[src/rtl/reveal_ctrl_pkg.sv]
// Shared constants for the minesweeper board: grid geometry, reveal FSM encoding
// and the fixed neighbour offset table used by the reveal sequencer.
package reveal_ctrl_pkg;

    localparam int GRID_W = 16;
    localparam int GRID_H = 16;
    localparam int X_W    = $clog2(GRID_W);
    localparam int Y_W    = $clog2(GRID_H);
    localparam int ADDR_W = X_W + Y_W;
    localparam int CNT_W  = 4;
    localparam int NBR_N  = 8;
    localparam int NBR_W  = 3;

    typedef enum logic [2:0] {
        S_IDLE,
        S_CHK_REQ,
        S_CHK_WAIT,
        S_MINE,
        S_SCAN_REQ,
        S_SCAN_WAIT,
        S_WRITE,
        S_DONE
    } state_t;

    // Row-major neighbour walk: the row above, the same row, then the row below.
    localparam logic signed [1:0] NBR_DX [NBR_N] = '{-2'sd1, 2'sd0, 2'sd1, -2'sd1, 2'sd1, -2'sd1, 2'sd0, 2'sd1};
    localparam logic signed [1:0] NBR_DY [NBR_N] = '{-2'sd1, -2'sd1, -2'sd1, 2'sd0, 2'sd0, 2'sd1, 2'sd1, 2'sd1};

endpackage

[src/rtl/reveal_ctrl_if.sv]
// Mine-map read port (req/gnt) and reveal-map write port of the reveal sequencer.
interface reveal_ctrl_if;
    import reveal_ctrl_pkg::*;

    logic              mem_req;
    logic [ADDR_W-1:0] mem_addr;
    logic              mem_gnt;
    logic              mem_rdata;
    logic              rev_wren;
    logic [ADDR_W-1:0] rev_addr;
    logic [CNT_W:0]    rev_data;

    modport master (
        output mem_req, mem_addr, rev_wren, rev_addr, rev_data,
        input  mem_gnt, mem_rdata
    );

    modport slave (
        input  mem_req, mem_addr, rev_wren, rev_addr, rev_data,
        output mem_gnt, mem_rdata
    );

endinterface

[src/rtl/reveal_ctrl_nbr_addr_gen.sv]
// Maps a base cell and neighbour index to the neighbour's address, flagging
// neighbours that fall off the board edge (no wrap-around).
module nbr_addr_gen
    import reveal_ctrl_pkg::*;
(
    input  logic [ADDR_W-1:0] i_base,
    input  logic [NBR_W-1:0]  i_nbr_idx,
    output logic              o_valid,
    output logic [ADDR_W-1:0] o_addr
);

    logic signed [1:0] w_dx;
    logic signed [1:0] w_dy;
    logic [X_W:0]      w_nx;
    logic [Y_W:0]      w_ny;

    assign w_dx = NBR_DX[i_nbr_idx];
    assign w_dy = NBR_DY[i_nbr_idx];

    // One extra bit: -1 and GRID both land with the top bit set, so it is the bounds flag.
    assign w_nx = {1'b0, i_base[X_W-1:0]} + {{(X_W-1){w_dx[1]}}, w_dx};
    assign w_ny = {1'b0, i_base[ADDR_W-1:X_W]} + {{(Y_W-1){w_dy[1]}}, w_dy};

    assign o_valid = !w_nx[X_W] && !w_ny[Y_W];
    assign o_addr  = {w_ny[Y_W-1:0], w_nx[X_W-1:0]};

endmodule

[src/rtl/reveal_ctrl.sv]
// Single-square reveal sequencer: checks the selected cell for a mine, then counts
// mines among its in-bounds neighbours and writes {revealed, count} to the reveal map.
module reveal_ctrl
    import reveal_ctrl_pkg::*;
(
    input  logic             clk,
    input  logic             rst,
    input  logic             i_start,
    input  logic [X_W-1:0]   i_cur_x,
    input  logic [Y_W-1:0]   i_cur_y,
    reveal_ctrl_if.master    bus,
    output logic             o_busy,
    output logic             o_done,
    output logic             o_hit_mine
);

    state_t            r_state;
    state_t            w_state_nxt;
    logic [ADDR_W-1:0] r_base;
    logic [CNT_W-1:0]  r_count;
    logic [NBR_W-1:0]  r_nbr_idx;
    logic              r_hit_mine;

    logic              w_nbr_valid;
    logic [ADDR_W-1:0] w_nbr_addr;
    logic              w_last;
    logic              w_accept;
    logic              w_cnt_inc;
    logic              w_idx_inc;
    logic              w_idx_clr;
    logic              w_set_hit;
    logic              w_mem_req;
    logic [ADDR_W-1:0] w_mem_addr;
    logic              w_rev_wren;

    nbr_addr_gen u_nbr_addr_gen (
        .i_base    (r_base),
        .i_nbr_idx (r_nbr_idx),
        .o_valid   (w_nbr_valid),
        .o_addr    (w_nbr_addr)
    );

    assign w_last = (r_nbr_idx == NBR_W'(NBR_N - 1));

    // NOTE: state registers use non-blocking assignments so every flop samples pre-edge values.
    always_ff @(posedge clk or posedge rst) begin
        if (rst) r_state <= S_IDLE;
        else     r_state <= w_state_nxt;
    end

    // NOTE: every signal driven here gets a default first, so no path can infer a latch.
    always_comb begin
        w_state_nxt = r_state;
        w_accept    = 1'b0;
        w_cnt_inc   = 1'b0;
        w_idx_inc   = 1'b0;
        w_idx_clr   = 1'b0;
        w_set_hit   = 1'b0;
        w_mem_req   = 1'b0;
        w_mem_addr  = '0;
        w_rev_wren  = 1'b0;
        case (r_state)
            S_IDLE: begin
                if (i_start) begin
                    w_accept    = 1'b1;
                    w_state_nxt = S_CHK_REQ;
                end
            end
            S_CHK_REQ: begin
                w_mem_req  = 1'b1;
                w_mem_addr = r_base;
                if (bus.mem_gnt) w_state_nxt = S_CHK_WAIT;
            end
            S_CHK_WAIT: begin
                if (bus.mem_rdata) begin
                    w_state_nxt = S_MINE;
                end else begin
                    w_idx_clr   = 1'b1;
                    w_state_nxt = S_SCAN_REQ;
                end
            end
            S_MINE: begin
                w_set_hit   = 1'b1;
                w_state_nxt = S_DONE;
            end
            S_SCAN_REQ: begin
                if (w_nbr_valid) begin
                    w_mem_req  = 1'b1;
                    w_mem_addr = w_nbr_addr;
                    if (bus.mem_gnt) w_state_nxt = S_SCAN_WAIT;
                end else if (w_last) begin
                    w_state_nxt = S_WRITE;
                end else begin
                    w_idx_inc = 1'b1;
                end
            end
            S_SCAN_WAIT: begin
                w_cnt_inc = bus.mem_rdata;
                if (w_last) begin
                    w_state_nxt = S_WRITE;
                end else begin
                    w_idx_inc   = 1'b1;
                    w_state_nxt = S_SCAN_REQ;
                end
            end
            S_WRITE: begin
                w_rev_wren  = 1'b1;
                w_state_nxt = S_DONE;
            end
            S_DONE:  w_state_nxt = S_IDLE;
            default: w_state_nxt = S_IDLE;
        endcase
    end

    always_ff @(posedge clk or posedge rst) begin
        if (rst) begin
            r_base     <= '0;
            r_count    <= '0;
            r_nbr_idx  <= '0;
            r_hit_mine <= 1'b0;
        end else begin
            if (w_accept) begin
                r_base     <= {i_cur_y, i_cur_x};
                r_count    <= '0;
                r_nbr_idx  <= '0;
                r_hit_mine <= 1'b0;
            end
            if (w_set_hit) r_hit_mine <= 1'b1;
            if (w_cnt_inc) r_count <= r_count + CNT_W'(1);
            if (w_idx_clr)      r_nbr_idx <= '0;
            else if (w_idx_inc) r_nbr_idx <= r_nbr_idx + NBR_W'(1);
        end
    end

    assign bus.mem_req  = w_mem_req;
    assign bus.mem_addr = w_mem_addr;
    assign bus.rev_wren = w_rev_wren;
    assign bus.rev_addr = w_rev_wren ? r_base : '0;
    assign bus.rev_data = w_rev_wren ? {1'b1, r_count} : '0;

    assign o_busy     = (r_state != S_IDLE) && (r_state != S_DONE);
    assign o_done     = (r_state == S_DONE);
    assign o_hit_mine = r_hit_mine;

endmodule
[src/flat_wrapper.sv]
// flat-port wrapper written by rule: the top's interface ports become plain ports
module reveal_ctrl_flat import reveal_ctrl_pkg::*;
  (clk, rst, i_start, i_cur_x, i_cur_y, o_busy, o_done, o_hit_mine, bus_mem_req, bus_mem_addr, bus_rev_wren, bus_rev_addr, bus_rev_data, bus_mem_gnt, bus_mem_rdata);
  reveal_ctrl_if bus_i ();
  input  logic clk;
  input  logic rst;
  input  logic i_start;
  input  logic [X_W-1:0] i_cur_x;
  input  logic [Y_W-1:0] i_cur_y;
  output logic o_busy;
  output logic o_done;
  output logic o_hit_mine;
  output wire logic [$bits(bus_i.mem_req)-1:0] bus_mem_req;
  output wire logic [$bits(bus_i.mem_addr)-1:0] bus_mem_addr;
  output wire logic [$bits(bus_i.rev_wren)-1:0] bus_rev_wren;
  output wire logic [$bits(bus_i.rev_addr)-1:0] bus_rev_addr;
  output wire logic [$bits(bus_i.rev_data)-1:0] bus_rev_data;
  input wire logic [$bits(bus_i.mem_gnt)-1:0] bus_mem_gnt;
  input wire logic [$bits(bus_i.mem_rdata)-1:0] bus_mem_rdata;
  assign bus_mem_req = bus_i.mem_req;
  assign bus_mem_addr = bus_i.mem_addr;
  assign bus_rev_wren = bus_i.rev_wren;
  assign bus_rev_addr = bus_i.rev_addr;
  assign bus_rev_data = bus_i.rev_data;
  assign bus_i.mem_gnt = bus_mem_gnt;
  assign bus_i.mem_rdata = bus_mem_rdata;
  reveal_ctrl u_core (.clk(clk), .rst(rst), .i_start(i_start), .i_cur_x(i_cur_x), .i_cur_y(i_cur_y), .bus(bus_i), .o_busy(o_busy), .o_done(o_done), .o_hit_mine(o_hit_mine));
endmodule
[config.mk]
export PLATFORM = sky130hd
export DESIGN_NAME = reveal_ctrl_flat
export DESIGN_NICKNAME = d
export VERILOG_FILES = /design/src/rtl/reveal_ctrl_pkg.sv /design/src/rtl/reveal_ctrl_if.sv /design/src/rtl/reveal_ctrl_nbr_addr_gen.sv /design/src/rtl/reveal_ctrl.sv /design/src/flat_wrapper.sv
export SDC_FILE = /design/constraint.sdc
export NUM_CORES = 1
export LEC_CHECK = 0
export ABC_AREA = 1
export BUFFER_PORTS_ARGS = -buffer_cell sky130_fd_sc_hd__buf_2
export CAP_MARGIN = 20
export CORE_MARGIN = 3
export CORE_UTILIZATION = 48
export CTS_CLUSTER_DIAMETER = 30
export DETAILED_ROUTE_END_ITERATION = 12
export PLACE_DENSITY = 0.78
export SLEW_MARGIN = 10
export SYNTH_ARGS = -nofsm -noshare
export SYNTH_HDL_FRONTEND = slang
export SYNTH_SLANG_ARGS = --single-unit
export TNS_END_PERCENT = 1
[constraint.sdc]
create_clock -name clk -period 2.2 [get_ports clk]
set_input_delay 0.11 -clock clk [delete_from_list [all_inputs] [get_ports clk]]
set_output_delay 0.11 -clock clk [all_outputs]
set_load 0.005 [all_outputs]
; ---- Yosys cells after proc, flatten, opt, wreduce, memory -nomap -nowiden
; Memory sizes are Yosys's and may differ from the RTL's.
; Index checks and enable logic that the tools add are counted.
[classes]
add_sub_neg = 4
n_lt_le_gt_ge = 1
eq_ne = 13
muxes = 35
n_bitwise = 1
reduce_logical = 11
[op_table]
columns = op, n
row1 = 2-to-1 mux 3 bit, 9
row2 = case mux 3 bit (7 select lines), 1
row3 = 2-to-1 mux 8 bit, 2
row4 = case mux 8 bit (2 select lines), 1
row5 = "equality test 3 bit, second input constant", 5
row6 = 2-to-1 mux 1 bit, 12
row7 = adder 4 x 5 -> 5 bit, 2
row8 = 2-to-1 mux 2 bit, 5
row9 = 2-to-1 mux 4 bit, 2
row10 = "equality test 3 x 2 -> 1 bit, second input constant", 2
row11 = "!= test 3 bit, second input constant", 2
row12 = nonzero test 3 bit, 2
row13 = 2-to-1 mux 5 bit, 1
row14 = "adder 4 x 1 -> 4 bit, second input constant", 1
row15 = "greater-or-equal comparator 4 bit, second input constant", 1
row16 = "!= test 2 bit, second input constant", 2
row17 = inverter 3 -> 4 bit, 1
row18 = case mux 1 bit (2 select lines), 2
row19 = AND reduction 4 bit, 1
row20 = nonzero test 2 bit, 2
row21 = "adder 3 x 1 -> 3 bit, second input constant", 1
row22 = "equality test 3 x 1 -> 1 bit, second input constant", 1
row23 = logical NOT 3 bit, 1
row24 = "!= test 3 x 2 -> 1 bit, second input constant", 1
row25 = other kinds (3), 5
[word_totals]
reg_bits = 19
romBits = 32
input_bits = 13
out_inout_bits = 26
word_cells = 72
n_memories = 2
[mem_list]
columns = name, words, word_bits, read_ports, rd_ports_with_merged_regs, wr, line
row1 = (name not given), 8, 2, 1, 0, 0, reveal_ctrl_nbr_addr_gen.sv:18  ; assign w_dy = NBR_DY[i_nbr_idx];
row2 = (name not given), 8, 2, 1, 0, 0, reveal_ctrl_nbr_addr_gen.sv:17  ; assign w_dx = NBR_DX[i_nbr_idx];

; ---- Logic depth before layout (Yosys ltp)
[logic_depth]
depth_word = 11
depth_mapped = 17
ltp_nobuf = 17

; ---- Hierarchy
; Synthesis repeated with hierarchy kept, for this count alone.
[unflattened]
cells_unflattened = 223
hier_area_um2 = 1604.0
[by_module_without_submodules]
columns = mod, n_inst, cells_per_inst, area_per_inst_um2
row1 = reveal_ctrl, 1, 162, 1177.4
row2 = nbr_addr_gen, 1, 61, 426.7

; ---- Worst setup path after synthesis
; Ideal clock, no wire load.
[synth_path]
kind = register to register
start = register u_core.r_nbr_idx[0]
end = register u_core.r_state[0]
setup_time_ns = 0.115
t_arrival_ns = 2.096
path_slack_ns = -0.012
stages_incl_launch_ff = 15
path_buffers = 0
synth_period_minus_slack_ns = 2.212
path_cell_list = dfrtp_1 inv_1 ha_1 nor2_2 nor2_4 inv_2 fa_1 nand3_1 nand3_1 nand2_2 nand4_4 nand2_4 nand2_4 nand3_2 nand2_2
[synth_between]
elab_chain_len = 9
word_cells_on_any_way = 18
cone_classes = add/sub (2) / eq/ne (3) / mux (6) / bitwise (1) / reduce/logical (4) / memory (2)
[synth_lines]
columns = element, line
row1 = start: declaration, reveal_ctrl.sv:21  ; logic [NBR_W-1:0] r_nbr_idx;
row2 = start signal: assignment, reveal_ctrl.sv:131  ; else if (w_idx_inc) r_nbr_idx <= r_nbr_idx + NBR_W'(1);
row3 = inverter 3 -> 4 bit (implied by the code), "reveal_ctrl_nbr_addr_gen.sv:17, reveal_ctrl_nbr_addr_gen.sv:18"
row4 = memory (8 x 2 bit) (on tied branches), --
row5 = 2-to-1 mux 2 bit (on tied branches) (2 in a row), "reveal_ctrl_nbr_addr_gen.sv:17, reveal_ctrl_nbr_addr_gen.sv:18"
row6 = adder 4 x 5 -> 5 bit (on tied branches), "reveal_ctrl_nbr_addr_gen.sv:21, reveal_ctrl_nbr_addr_gen.sv:22"
row7 = logical NOT 1 bit, reveal_ctrl_nbr_addr_gen.sv:24  ; assign o_valid = !w_nx[X_W] && !w_ny[Y_W];
row8 = logical AND 1 bit, reveal_ctrl_nbr_addr_gen.sv:24
row9 = 2-to-1 mux 3 bit (tied with other cells), reveal_ctrl.sv:87  ; if (w_nbr_valid) begin
row10 = case mux 3 bit (7 select lines) or AND reduction 4 bit (tied branches), --
row11 = end signal: assignment, reveal_ctrl.sv:48  ; else r_state <= w_state_nxt;
row12 = end: declaration, reveal_ctrl.sv:17  ; state_t r_state;
; Parallel ways exist; a longest one is shown, timed or not. The select of a mux whose other input is x is not followed.
; A chain may end at the register's enable or synchronous reset.

; ---- Final worst setup path
[layout_path]
start = register u_core.r_nbr_idx[0]
end = output bus_mem_addr[5]
[layout_between]
elab_chain_len = 9
word_cells_on_any_way = 14
cone_classes = add/sub (2) / mux (6) / bitwise (1) / reduce/logical (3) / memory (2)
[layout_lines]
columns = element, line
row1 = inverter 3 -> 4 bit (implied by the code) (*), "reveal_ctrl_nbr_addr_gen.sv:17, reveal_ctrl_nbr_addr_gen.sv:18"
row2 = memory (8 x 2 bit) (on tied branches), --
row3 = 2-to-1 mux 2 bit (on tied branches) (2 in a row), "reveal_ctrl_nbr_addr_gen.sv:17, reveal_ctrl_nbr_addr_gen.sv:18"
row4 = adder 4 x 5 -> 5 bit (on tied branches), "reveal_ctrl_nbr_addr_gen.sv:21, reveal_ctrl_nbr_addr_gen.sv:22"
row5 = logical NOT 1 bit, reveal_ctrl_nbr_addr_gen.sv:24
row6 = logical AND 1 bit, reveal_ctrl_nbr_addr_gen.sv:24
row7 = 2-to-1 mux 8 bit (*), reveal_ctrl.sv:87
row8 = case mux 8 bit (2 select lines) (*), reveal_ctrl.sv:62  ; case (r_state)
row9 = end: declaration, flat_wrapper.sv:14  ; output wire logic [$bits(bus_i.mem_addr)-1:0] bus_mem_addr;
; Every way passes the cells marked *; elsewhere a longest branch is shown, timed or not. The select of a mux whose other input is x is not followed.

==> flow_metrics.py <==
metrics = {
    "global_route": {
        "grt_pass1_wl_um": 6840,
        "antenna_found_initial": 0,
        "grt_pass1_vias": 1504,
        "grtUsageTotal": 0.212,
        "grt_overflow_total": 0,
        "grt_max_degree": 20,
    },
    "floorplan": {
        "rows": 20,
        "die_area_um2": 4070,
        "io_pins": 39,
        "die_w_um": 63.8,
        "die_h_um": 63.8,
        "core-area_um2": 3130,
        "initial_core_util": 0.512,
    },
    "final_layout": {
        "area_growth_pct": 37.2,
        "fin_cells": 319,
        "diodes": 0,
        "final_layout_size_suffix_gt1_frac": 0.440,
        "fill_cells": 238,
        "final_nets": 306,
    },
    "critical_path": {
        "cp_data_arrival_time_ns": 2.50,
        "reg2reg_to": "u_core.r_state[0]",
        "worst-r2r-cell-count": 17,
        "crit_required_ns": 2.09,
        "crit_path_max_fanout": 6,
        "worst-setup-path-type": "flip-flop to primary output",
        "r2r_slack_ns": -0.15,
        "startpoint_type": "flip-flop",
        "r2r-start": "u_core.r_nbr_idx[0]",
        "end_kind": "primary output",
    },
    "hold_path": {
        "whs_path_depth": 3,
        "min_to": "u_core.r_base[7]",
        "hp-class": "input pin to flip-flop",
        "hold_start": "i_cur_y[3]",
    },
    "synthesis": {
        "synth_top_area_cell": "dfrtp_1",
        "synth_area_leaders": "dfrtp_1 (30%), ha_1 (13%), nand2_1 (8.7%), inv_1 (6.3%), nor2_1 (4.7%)",
        "syn-num-nets": 239,
        "synth.most_common_cell": "nand2_1",
        "synth_cell_types": 29,
        "ys_seq_elements": 19,
        "synthesis.area_um2": 1600,
        "syn_area_per_cell_um2": 7.66,
        "ys_seq_area_frac": 0.297,
        "synthFlopType": "dfrtp_1",
        "netlist_instances": 209,
        "synth_warnings": 0,
        "yosys-top-cells-count": "nand2_1 (37), inv_1 (27), nor2_1 (20), dfrtp_1 (19), ha_1 (16)",
        "synth_top_area_frac": 0.297,
        "synth_edf_count": 0,
        "ys_async_sr_fraction": 1.00,
    },
    "drt": {
        "drcViolationCount": 0,
        "firstDrtPassIters": 4,
        "wl_um": 4090,
        "viasPerCell": 4.89,
        "postRouteAntennaNets": 0,
        "wire_per_inst_um": 12.8,
        "drt_iter0_markers": 73,
        "vias": 1559,
    },
    "outcome": {
        "status": "finished with violations",
        "violations": "setup timing",
    },
    "timing": {
        "hold_viol_final": 0,
        "min_period_ns": 2.61,
        "report.final.setup_viol": 14,
        "report.final.slew_viol_count": 0,
        "slew_headroom": 0.488,
        "setup_ws_ns": -0.410,
        "grt_setup_unrepaired": "true",
        "max_freq_ghz": 0.383,
        "worst_pin_slew_ns": 0.767,
        "worst_clock_skew_ns": 0.00152,
        "finalCritPeriodShare": 1.19,
    },
    "cts": {
        "path_clk_slew_ns": 0.12,
        "root_buffer": "clkbuf_4",
        "cts-htree-levels": 1,
        "cts_tree": "done",
        "clock_latency_ns": 0.31,
        "cts_buffers": 3,
        "numClockSinks": 19,
        "ctsLongestPathBuffers": 2,
    },
    "job": {
        "maxCapViolCount": 0,
    },
    "placement": {
        "dp_slack_ns": -0.263,
        "dpl.hpwl_um": 3040,
        "gp_congestion": 0.829,
        "portBuffers": 38,
        "dp_cells": 302,
    },
    "pwr": {
        "total_power_mw": 3.72,
        "peakVddDrop_mv": 0.946,
        "power_leakage_nw": 1.16,
        "power_density_nw_per_um2": 1690,
    },
}
-- per-layer routing --
layer / track usage / part of all wire
met2: 0.365 / 0.50
met5: 0 / 0
met3: 0.0334 / 0.048
met4: 0.0458 / 0.014
met1: 0.279 / 0.44
-- flip-flops by register name, indices dropped and copies added, names as in the netlist --
signal             count
u_core.o_hit_mine      1
u_core.r_base          8
u_core.r_count         4
u_core.r_nbr_idx       3
u_core.r_state         3
-- cells in the final DEF, fill, tap and decap left out --
master         instances
nand3_4                1
dfrtp_1               19
nand3_1                7
clkbuf_4               3
inv_2                 12
nand3_2                7
a21oi_1                3
inv_4                  2
clkinvlp_4             1
clkinv_2               2
nor2_1                20
buf_6                  2
o22ai_1                6
o21ai_0               11
nand2_1               35
fa_2                   1
buf_2                 37
nor2_4                 3
buf_4                 20
mux2i_2                1
ha_1                   8
dlygate4sd3_1          6
nor3_1                 1
ha_4                   5
a21oi_2                1
o21ai_1                7
nand4_4                1
xor2_2                 1
inv_1                 24
nand2_2                9
nor2_2                 3
xor2_1                 2
ha_2                   3
nand2_4                3
xnor2_1                4
o211ai_1               1
o21bai_2               1
o21ai_2                2
-- critical path, cell delays in order (launching register included) --
cell and delay [ns]:
dfrtp_1 0.43, inv_2 0.10, ha_4 0.28, nor2_2 0.04, nor2_4 0.13, inv_4 0.07
fa_2 0.37, nand3_2 0.09, nand3_2 0.07, nand2_2 0.10, nand4_4 0.15, inv_4 0.11
nand2_1 0.05, o21ai_1 0.07, buf_2 0.13
-- logic make-up after synthesis --
group / count (synthesis) / synth area share
buf+inv: 43 / 0.107
simple gates: 90 / 0.302
flops: 19 / 0.297
xor+xnor: 7 / 0.0383
compound gates: 32 / 0.113
mux: 1 / 0.00625
fa+ha+maj: 17 / 0.137
-- where the power goes --
| group | total (mW) | switching (mW) | leakage, nW | internal, mW |
|---|---|---|---|---|
| combinational | 2.87 | 1.53 | 0.901 | 1.34 |
| sequential | 0.652 | 0.152 | 0.242 | 0.500 |
| clock | 0.196 | 0.126 | 0.0139 | 0.0695 |
| total | 3.72 | 1.81 | 1.16 | 1.91 |
-- worst max path at each step --
stage                        start           endpoint
4_1_cts        u_core.r_nbr_idx[1]    bus_mem_addr[4]
2_1_floorplan  u_core.r_nbr_idx[0]  u_core.r_state[0]
3_3_place_gp   u_core.r_nbr_idx[0]    bus_mem_addr[4]
3_5_place_dp   u_core.r_nbr_idx[0]    bus_mem_addr[4]
5_1_grt        u_core.r_nbr_idx[0]    bus_mem_addr[5]
6_report       u_core.r_nbr_idx[0]    bus_mem_addr[5]
-- through the flow --
| stage | util | instance area (µm²) | hold WS, ns | TNS, ns |
|---|---|---|---|---|
| 6_report | 0.702 | 2200 | 0.0110 | -4.05 |
| 5_1_grt | 0.702 | 2200 | 0.00576 | -5.90 |
| 4_1_cts | 0.690 | 2160 | 0.00324 | -3.29 |
| 3_5_place_dp | 0.618 | 1930 | 0.284 | -2.32 |
| 3_3_place_gp | 0.618 | 1930 | 0.274 | -0.886 |
| 2_1_floorplan | - | 1600 | 0.0611 | 0 |
-- final cells by class --
type | instances | area (µm²) | share of cell area
clock buffers | 3 | 22.5 | 0.0103
well taps | 44 | 55.1 | 0.0251
flip-flops and latches | 19 | 475 | 0.216
repair buffers | 65 | 418 | 0.190
inverters | 40 | 158 | 0.0718
clock inverters | 1 | 7.51 | 0.00342
multi-input cells | 147 | 1060 | 0.483
-- repair_timing --
| action | CTS | global route |
|---|---|---|
| hold buffers | 6 | 0 |
| buffers inserted | 5 | 2 |
| endpoints found under the hold margin | 24 | 0 |
| setup endpoints to repair | 14 | 14 |
| pin swaps | 9 | 7 |
| gates resized for setup | 22 | 6 |
(Power assumes the default switching activity.)
